<file path="src/rtl/psg_register_file.sv">
// Write-side bus interface and control register bank of an SN76489-compatible PSG.
// Decodes LATCH/DATA bytes strobed by an asynchronous we_n and holds tone, attenuation and noise settings.
module psg_register_file #(
   parameter int PERIOD_BITS  = 10,
   parameter int ATTN_BITS    = 4,
   parameter int SYNC_STAGES  = 2,
   parameter int READY_CYCLES = 32
) (
   input  logic                   clk,
   input  logic                   rst_n,
   input  logic [7:0]             data,
   input  logic                   we_n,
   output logic                   ready,
   output logic [PERIOD_BITS-1:0] tone_period0,
   output logic [PERIOD_BITS-1:0] tone_period1,
   output logic [PERIOD_BITS-1:0] tone_period2,
   output logic [ATTN_BITS-1:0]   attn0,
   output logic [ATTN_BITS-1:0]   attn1,
   output logic [ATTN_BITS-1:0]   attn2,
   output logic [ATTN_BITS-1:0]   attn3,
   output logic [2:0]             noise_control,
   output logic                   restart_noise
);

   localparam int CNT_BITS = $clog2(READY_CYCLES + 1);
   localparam logic [CNT_BITS-1:0] CNT_LOAD = CNT_BITS'(READY_CYCLES - 1);

   logic [SYNC_STAGES-1:0] sync_chain;
   logic [SYNC_STAGES-1:0] flush;
   logic                   we_prev;
   logic                   strobe_fall;
   logic                   accept;
   logic [CNT_BITS-1:0]    busy_cnt;
   logic [1:0]             tgt_chan;
   logic                   tgt_attn;
   logic [PERIOD_BITS-1:0] period [3];
   logic [ATTN_BITS-1:0]   attn [4];

   // flush marks when the chain holds real we_n samples rather than reset 1s, so a
   // strobe already held low across reset release never counts as a fresh edge
   always_ff @(posedge clk or negedge rst_n) begin
      if (!rst_n) begin
         sync_chain <= '1;
         flush      <= '0;
         we_prev    <= 1'b1;
      end else begin
         sync_chain <= {sync_chain[SYNC_STAGES-2:0], we_n};
         flush      <= {flush[SYNC_STAGES-2:0], 1'b1};
         we_prev    <= flush[SYNC_STAGES-1] & sync_chain[SYNC_STAGES-1];
      end
   end

   assign strobe_fall = we_prev & ~sync_chain[SYNC_STAGES-1];
   assign accept      = strobe_fall & ready;

   always_ff @(posedge clk or negedge rst_n) begin
      if (!rst_n) begin
         ready    <= 1'b1;
         busy_cnt <= '0;
      end else if (accept) begin
         ready    <= 1'b0;
         busy_cnt <= CNT_LOAD;
      end else if (!ready) begin
         if (busy_cnt == '0) begin
            ready <= 1'b1;
         end else begin
            busy_cnt <= busy_cnt - 1'b1;
         end
      end
   end

   // DATA bytes go to the target remembered from the most recent LATCH byte
   always_ff @(posedge clk or negedge rst_n) begin
      if (!rst_n) begin
         tgt_chan      <= 2'd0;
         tgt_attn      <= 1'b0;
         noise_control <= 3'd0;
         restart_noise <= 1'b0;
         for (int i = 0; i < 3; i++) period[i] <= '0;
         for (int i = 0; i < 4; i++) attn[i] <= '1;
      end else begin
         restart_noise <= 1'b0;
         if (accept) begin
            if (data[7]) begin
               tgt_chan <= data[6:5];
               tgt_attn <= data[4];
               if (data[4]) begin
                  attn[data[6:5]] <= data[ATTN_BITS-1:0];
               end else if (data[6:5] == 2'd3) begin
                  noise_control <= data[2:0];
                  restart_noise <= 1'b1;
               end else begin
                  for (int i = 0; i < 3; i++)
                     if (data[6:5] == i[1:0]) period[i][3:0] <= data[3:0];
               end
            end else begin
               if (tgt_attn) begin
                  attn[tgt_chan] <= data[ATTN_BITS-1:0];
               end else if (tgt_chan == 2'd3) begin
                  noise_control <= data[2:0];
                  restart_noise <= 1'b1;
               end else begin
                  for (int i = 0; i < 3; i++)
                     if (tgt_chan == i[1:0]) period[i][PERIOD_BITS-1:4] <= data[PERIOD_BITS-5:0];
               end
            end
         end
      end
   end

   assign tone_period0 = period[0];
   assign tone_period1 = period[1];
   assign tone_period2 = period[2];
   assign attn0        = attn[0];
   assign attn1        = attn[1];
   assign attn2        = attn[2];
   assign attn3        = attn[3];

endmodule

</file>
<file path="config.mk">
export PLATFORM = sky130hd
export DESIGN_NAME = psg_register_file
export DESIGN_NICKNAME = d
export VERILOG_FILES = /design/src/rtl/psg_register_file.sv
export SDC_FILE = /design/constraint.sdc
export NUM_CORES = 1
export LEC_CHECK = 0
export CORE_MARGIN = 2
export CORE_UTILIZATION = 37
export DETAILED_ROUTE_END_ITERATION = 8
export GPL_TIMING_DRIVEN = 0
export HOLD_SLACK_MARGIN = 0.1
export PLACE_DENSITY = 0.69
export SYNTH_ARGS = -nofsm -noshare
export SYNTH_HDL_FRONTEND = slang
export SYNTH_SLANG_ARGS = --single-unit
</file>
<file path="constraint.sdc">
create_clock -name clk -period 2.2 [get_ports clk]
set_input_delay 0.33 -clock clk [delete_from_list [all_inputs] [get_ports clk]]
set_output_delay 0.33 -clock clk [all_outputs]
set_load 0.005 [all_outputs]
</file>
## After elaboration in Yosys (flattened, before gate mapping)

Index checks and enable logic that the tools add are counted.

- Bits in registers: 65
- Input port bits: 11

- Add/subtract/negate cells: 1
- Order comparisons: 4
- Equal/unequal tests: 12
- Multiplexer cells: 26
- Bitwise logic cells: 11
- Reductions and logical operators: 17

Operators with widths:

| kind | count |
|---|---|
| 16-bit 2-to-1 mux | 3 |
| 5-bit AND reduction | 7 |
| 16-bit bitwise mux | 2 |
| 6-bit 2-to-1 mux | 3 |
| 4-bit demux with 2-bit select | 2 |
| 3-bit 2-to-1 mux | 5 |
| 1-bit 2-to-1 mux | 9 |
| 2-bit equality test (second input constant) | 4 |
| 4-bit 2-to-1 mux | 2 |
| 2-bit != test (second input constant) | 4 |
| 3-bit >= comparator (second input constant) | 2 |
| 6-bit logical NOT | 1 |
| 3-bit by 1-bit < comparator with 1-bit output (second input constant) | 2 |
| 1-bit inverter | 6 |
| 2-bit inverter with 3-bit output | 2 |
| 6-bit by 1-bit subtractor with 6-bit output (second input constant) | 1 |
| 2-bit by 1-bit equality test with 1-bit output (second input constant) | 2 |
| 2-bit logical NOT | 2 |
| 2-bit by 1-bit != test with 1-bit output (second input constant) | 2 |
| 2-bit AND reduction | 2 |
| 2-bit nonzero test | 2 |
| 1-bit bitwise AND | 3 |
| 3-bit AND reduction | 1 |
| 1-bit logical AND | 2 |

## Logic depth before layout (Yosys ltp)

Gate-level depths: netlist of run 1.

- Depth after elaboration: 8
- Mapped depth: 5
- Gate-level depth less buffers: 5

## Worst setup path before layout of run 1

No wires, ideal clock.

- Path type: register -> register
- Start: register ready
- End: register period (netlist bit tone_period0[0])
- Library setup time: 128 ps
- Arrival time: 1637 ps
- Setup slack: 435 ps
- Stages on the path, launching flop included: 5
- Period minus slack after synthesis: 1765 ps
- Path through: dfstp_2 -> nand3b_4 -> or4_1 -> clkbuf_1 -> mux2_1

- Cells in the longest elaborated chain, start to end: 2

RTL lines:

| item | line | source |
|---|---|---|
| start, declared | 13 | `output logic ready,` |
| start signal, assigned | 58 | `ready <= 1'b1;` |
| start signal, assigned | 61 | `ready <= 1'b0;` |
| start signal, assigned | 65 | `ready <= 1'b1;` |
| 1-bit bitwise AND | 54 | `assign accept = strobe_fall & ready;` |
| 5-bit AND reduction (no source line) | -- |  |
| end signal, assigned by index | 94 | `if (data[6:5] == i[1:0]) period[i][3:0] <= data[3:0];` |
| end signal, assigned by index | 104 | `if (tgt_chan == i[1:0]) period[i][PERIOD_BITS-1:4] <= data[PERIOD_BITS-5:0];` |
| end, declared | 36 | `logic [PERIOD_BITS-1:0] period [3];` |

Every way passes these cells.
A chain may end at the register's enable or synchronous reset.

## Worst setup path in the final report of run 1

- Start: input data[5]
- End: register period (netlist bit tone_period1[3])

- Cells in the longest elaborated chain, start to end: 3

RTL lines:

| item | line | source |
|---|---|---|
| start, declared | 11 | `input logic [7:0] data,` |
| 2-bit equality test | 89 | `end else if (data[6:5] == 2'd3) begin` |
| 1-bit inverter (no source line) | -- |  |
| 5-bit AND reduction (no source line) (*) | -- |  |

Mark *: on every way between the ends. The rest lies on a longest branch, timed or not.

==> flow_summary_export.csv, run 1 <==
group,metric,value,unit
run_status,status,"finished, final reports clean",
global_routing,antenna_found_initial,0,
clock_network,clk_latency,0.34,ns
clock_network,ctsHoldBuffers,0,
worst_setup_path,critPathLaunch,"data[5]",
clock_network,cts_setup_buffers,0,
worst_setup_path,crit_arrival,2.17,ns
timing,slew_viol_final,0,
worst_setup_path,worst-path-buf-inv,3,
timing,fmax,513.1,MHz
timing,period_share,88.59,%
finish,n_fill_cell,635,
finish,final_common_cell,"clkdlybuf4s50_1",
finish,synthToLayoutAreaGrowth,33.23,%
placement,hpwl,3.699,mm
timing,skew,0.007089,ns
finish,fin_area,0.003617,sq mm
global_routing,grt_max_degree,66,
floorplan,ioPinCount,62,
routing,drc,0,
pwr,leakage,1.567,nW
clock_network,ctsHtreeMaxLevel,3,
worst_setup_path,r2r_cells,4,
global_routing,grt_pass1_wl,9.080,mm
floorplan,die_w,89.66,microns
floorplan,die_height,89.66,microns
clock_network,clockBufferDepth,2,
floorplan,core_region_area,0.007176,sq mm
synthesis,netlist_instances,186,
timing,finalSetupViolCount,0,
placement,placed_cell_area,0.003437,sq mm
routing,drtPass1Iterations,4,
floorplan,die-area,0.008039,sq mm
clock_network,cts_sinks,65,
routing,detail-route-antenna-nets,0,
synthesis,avgSynthCellArea,14.60,sq um
synthesis,ys_types,37,
worst_setup_path,r2r_slack,0.25,ns
finish,nets,270,
worst_setup_path,path_cells,"clkdlybuf4s50_1 > clkbuf_1 > inv_1 > nor4_2 > mux2_2",
synthesis,syn_nets,199,
finish,diodes,0,
synthesis,synth_flop_cell,"dfrtp_1",
placement,dpl.cell_count,345,
placement,portBuffers,60,
floorplan,num_rows,31,
worst_setup_path,path_delay_family,"buffers and inverters",
worst_setup_path,path_class,"in -> reg",
synthesis,yosys_warnings,0,
global_routing,track_usage,15.37,%
pwr,ir_drop,476.8,uV
worst_setup_path,critPathSlowestCell,"nor4_2",
global_routing,grt_pass1_vias,1834,
clock_network,cts_buffers,9,
worst_hold_path,min_path_type,"in -> async",
worst_setup_path,cp.required,2.42,ns
finish,drive_gt1_share,35.50,%
routing,dr.first_iter.drc_count,56,
floorplan,initial_core_util,37.84,%
worst_setup_path,startpoint_type,"input port",
clock_network,cts_resized,0,
run,maxCapViolCount,0,
routing,drt-total-wl,5.419,mm
synthesis,postSynth.asyncResetShare,100.0,%
clock_network,cts_tree,"yes",
clock_network,clkSlewWorstSetupHoldPaths,0.07,ns
global_routing,grt-ovfl-total,0,
routing,viasPerCell,4.801,
finish,final_cells,361,
worst_setup_path,slowest_delay,0.48,ns
timing,grt_setup_unrepaired,"false",
timing,layout_min_cycle_time,1.949,ns
worst_setup_path,path_max_fanout,10,
worst_setup_path,r2r-end,"tone_period2[9]",
synthesis,netlist_area,0.002715,sq mm
synthesis,synth_edf_count,0,
clock_network,cts_root_buf,"clkbuf_8",
finish,final_cell_mix,"59 x clkdlybuf4s50_1, 48 x mux2_2, 45 x dfrtp_1, 20 x dfstp_2, 9 x clkbuf_8",
synthesis,synth_seq_area_share,60.83,%
synthesis,yosys_register_bits,65,
pwr,power.density,1081,mW/mm^2
worst_setup_path,reg2reg_from,"ready",
placement,routabilityCongestion,0.8009,
timing,slew_headroom,45.26,%
timing,worst_slew_pin_slew,0.8211,ns
timing,final-hold-violation-count,0,
routing,post_drt_wl_per_cell,15.01,microns
routing,vias,1733,
worst_setup_path,end_kind,"flip-flop",
finish,utilization,50.41,%
Yosys cell counts (3+ instances only):
cell type	number	area, sq um
a211oi_2	4	50.05
clkbuf_1	5	18.77
nand3b_1	3	22.52
dfrtp_1	45	1126
mux2_1	4	45.04
mux2_2	48	540.5
a21oi_1	4	20.02
nor2_1	7	26.28
mux2i_1	3	30.03
dfstp_2	20	525.5
inv_1	4	15.01
or4_1	3	22.52
report_power, final:
part	internal, mW	leakage (nW)	switching [mW]
clock	0.519	0.0941	0.430
sequential	1.60	0.797	0.216
combinational	0.741	0.676	0.406
total	2.86	1.57	1.05
cell families (layout without fill, tap and decap cells):
logic type               count (synthesis)  in the layout  synth area share, %
other                                    1              1               0.1381
flip-flops                              65             65                60.83
multiplexers                            55             55                22.67
AO/OA/AOI/OAI                           15             15                4.516
adder cells (fa/ha/maj)                  2              2               0.9215
AND/OR/NAND/NOR                         34             34                8.802
buffers and inverters                   14             90                2.120
cell type report:
cell class                      instances  area, sq um  area share (%)
Buffer                                 10        42.54           1.176
Clock buffer                           12        135.1           3.736
Clock inverter                          4        45.04           1.245
Inverter                                4        15.01          0.4151
Multi-Input combinational cell        107         1006           27.81
Sequential cell                        65         1652           45.66
Tap cell                               99        123.9           3.424
Timing Repair Buffer                   60        598.1           16.53
per-stage QoR:
stage	total power, mW	setup slack, ns	TNS, ns	hold WS, ns
floorplan	2.330	0.4353	0	0.03441
global placement	2.960	-1.312	-72.16	0.3337
detailed placement	2.995	-0.1530	-1.661	0.3356
CTS	3.969	0.2212	0	0.1028
global route	4.175	0.09214	0	0.1396
finish	3.912	0.2511	0	0.07587
registers in the layout (all words and copies together), names as in the netlist, 3 cells and up:
register,cells
attn0,4
attn3,4
tone_period1,10
attn1,4
busy_cnt,6
tone_period0,10
noise_control,3
attn2,4
tone_period2,10
worst max path at each step:
stage	endpoint	slack, ns	cells past startpoint
after floorplan	tone_period0[0]	0.44	4
after global placement	tone_period1[2]	-1.31	1
after detailed placement	attn3[3]	-0.15	5
after CTS	attn3[3]	0.22	5
after global routing	tone_period1[2]	0.09	5
final	tone_period1[3]	0.25	5
layer usage:
metal | track usage (%) | up-vias | routed length, microns
met5 | 0 | - | 0
met4 | 8.277 | 0 | 126
met3 | 3.382 | 13 | 250
met2 | 23.06 | 44 | 2499
met1 | 20.78 | 863 | 2543
li1 | - | 813 | -
No activity file was read; power rests on OpenSTA's default activity.
==> run 2, diff against run 1 <==
--- a/config.mk
+++ b/config.mk
@@ -8,6 +8,7 @@
 export CORE_MARGIN = 2
 export CORE_UTILIZATION = 37
 export DETAILED_ROUTE_END_ITERATION = 8
+export GPL_ROUTABILITY_DRIVEN = 0
 export GPL_TIMING_DRIVEN = 0
 export HOLD_SLACK_MARGIN = 0.1
 export PLACE_DENSITY = 0.69
==> results of run 2 <==
Final layout, timing and power as in run 1 (identical DEF).
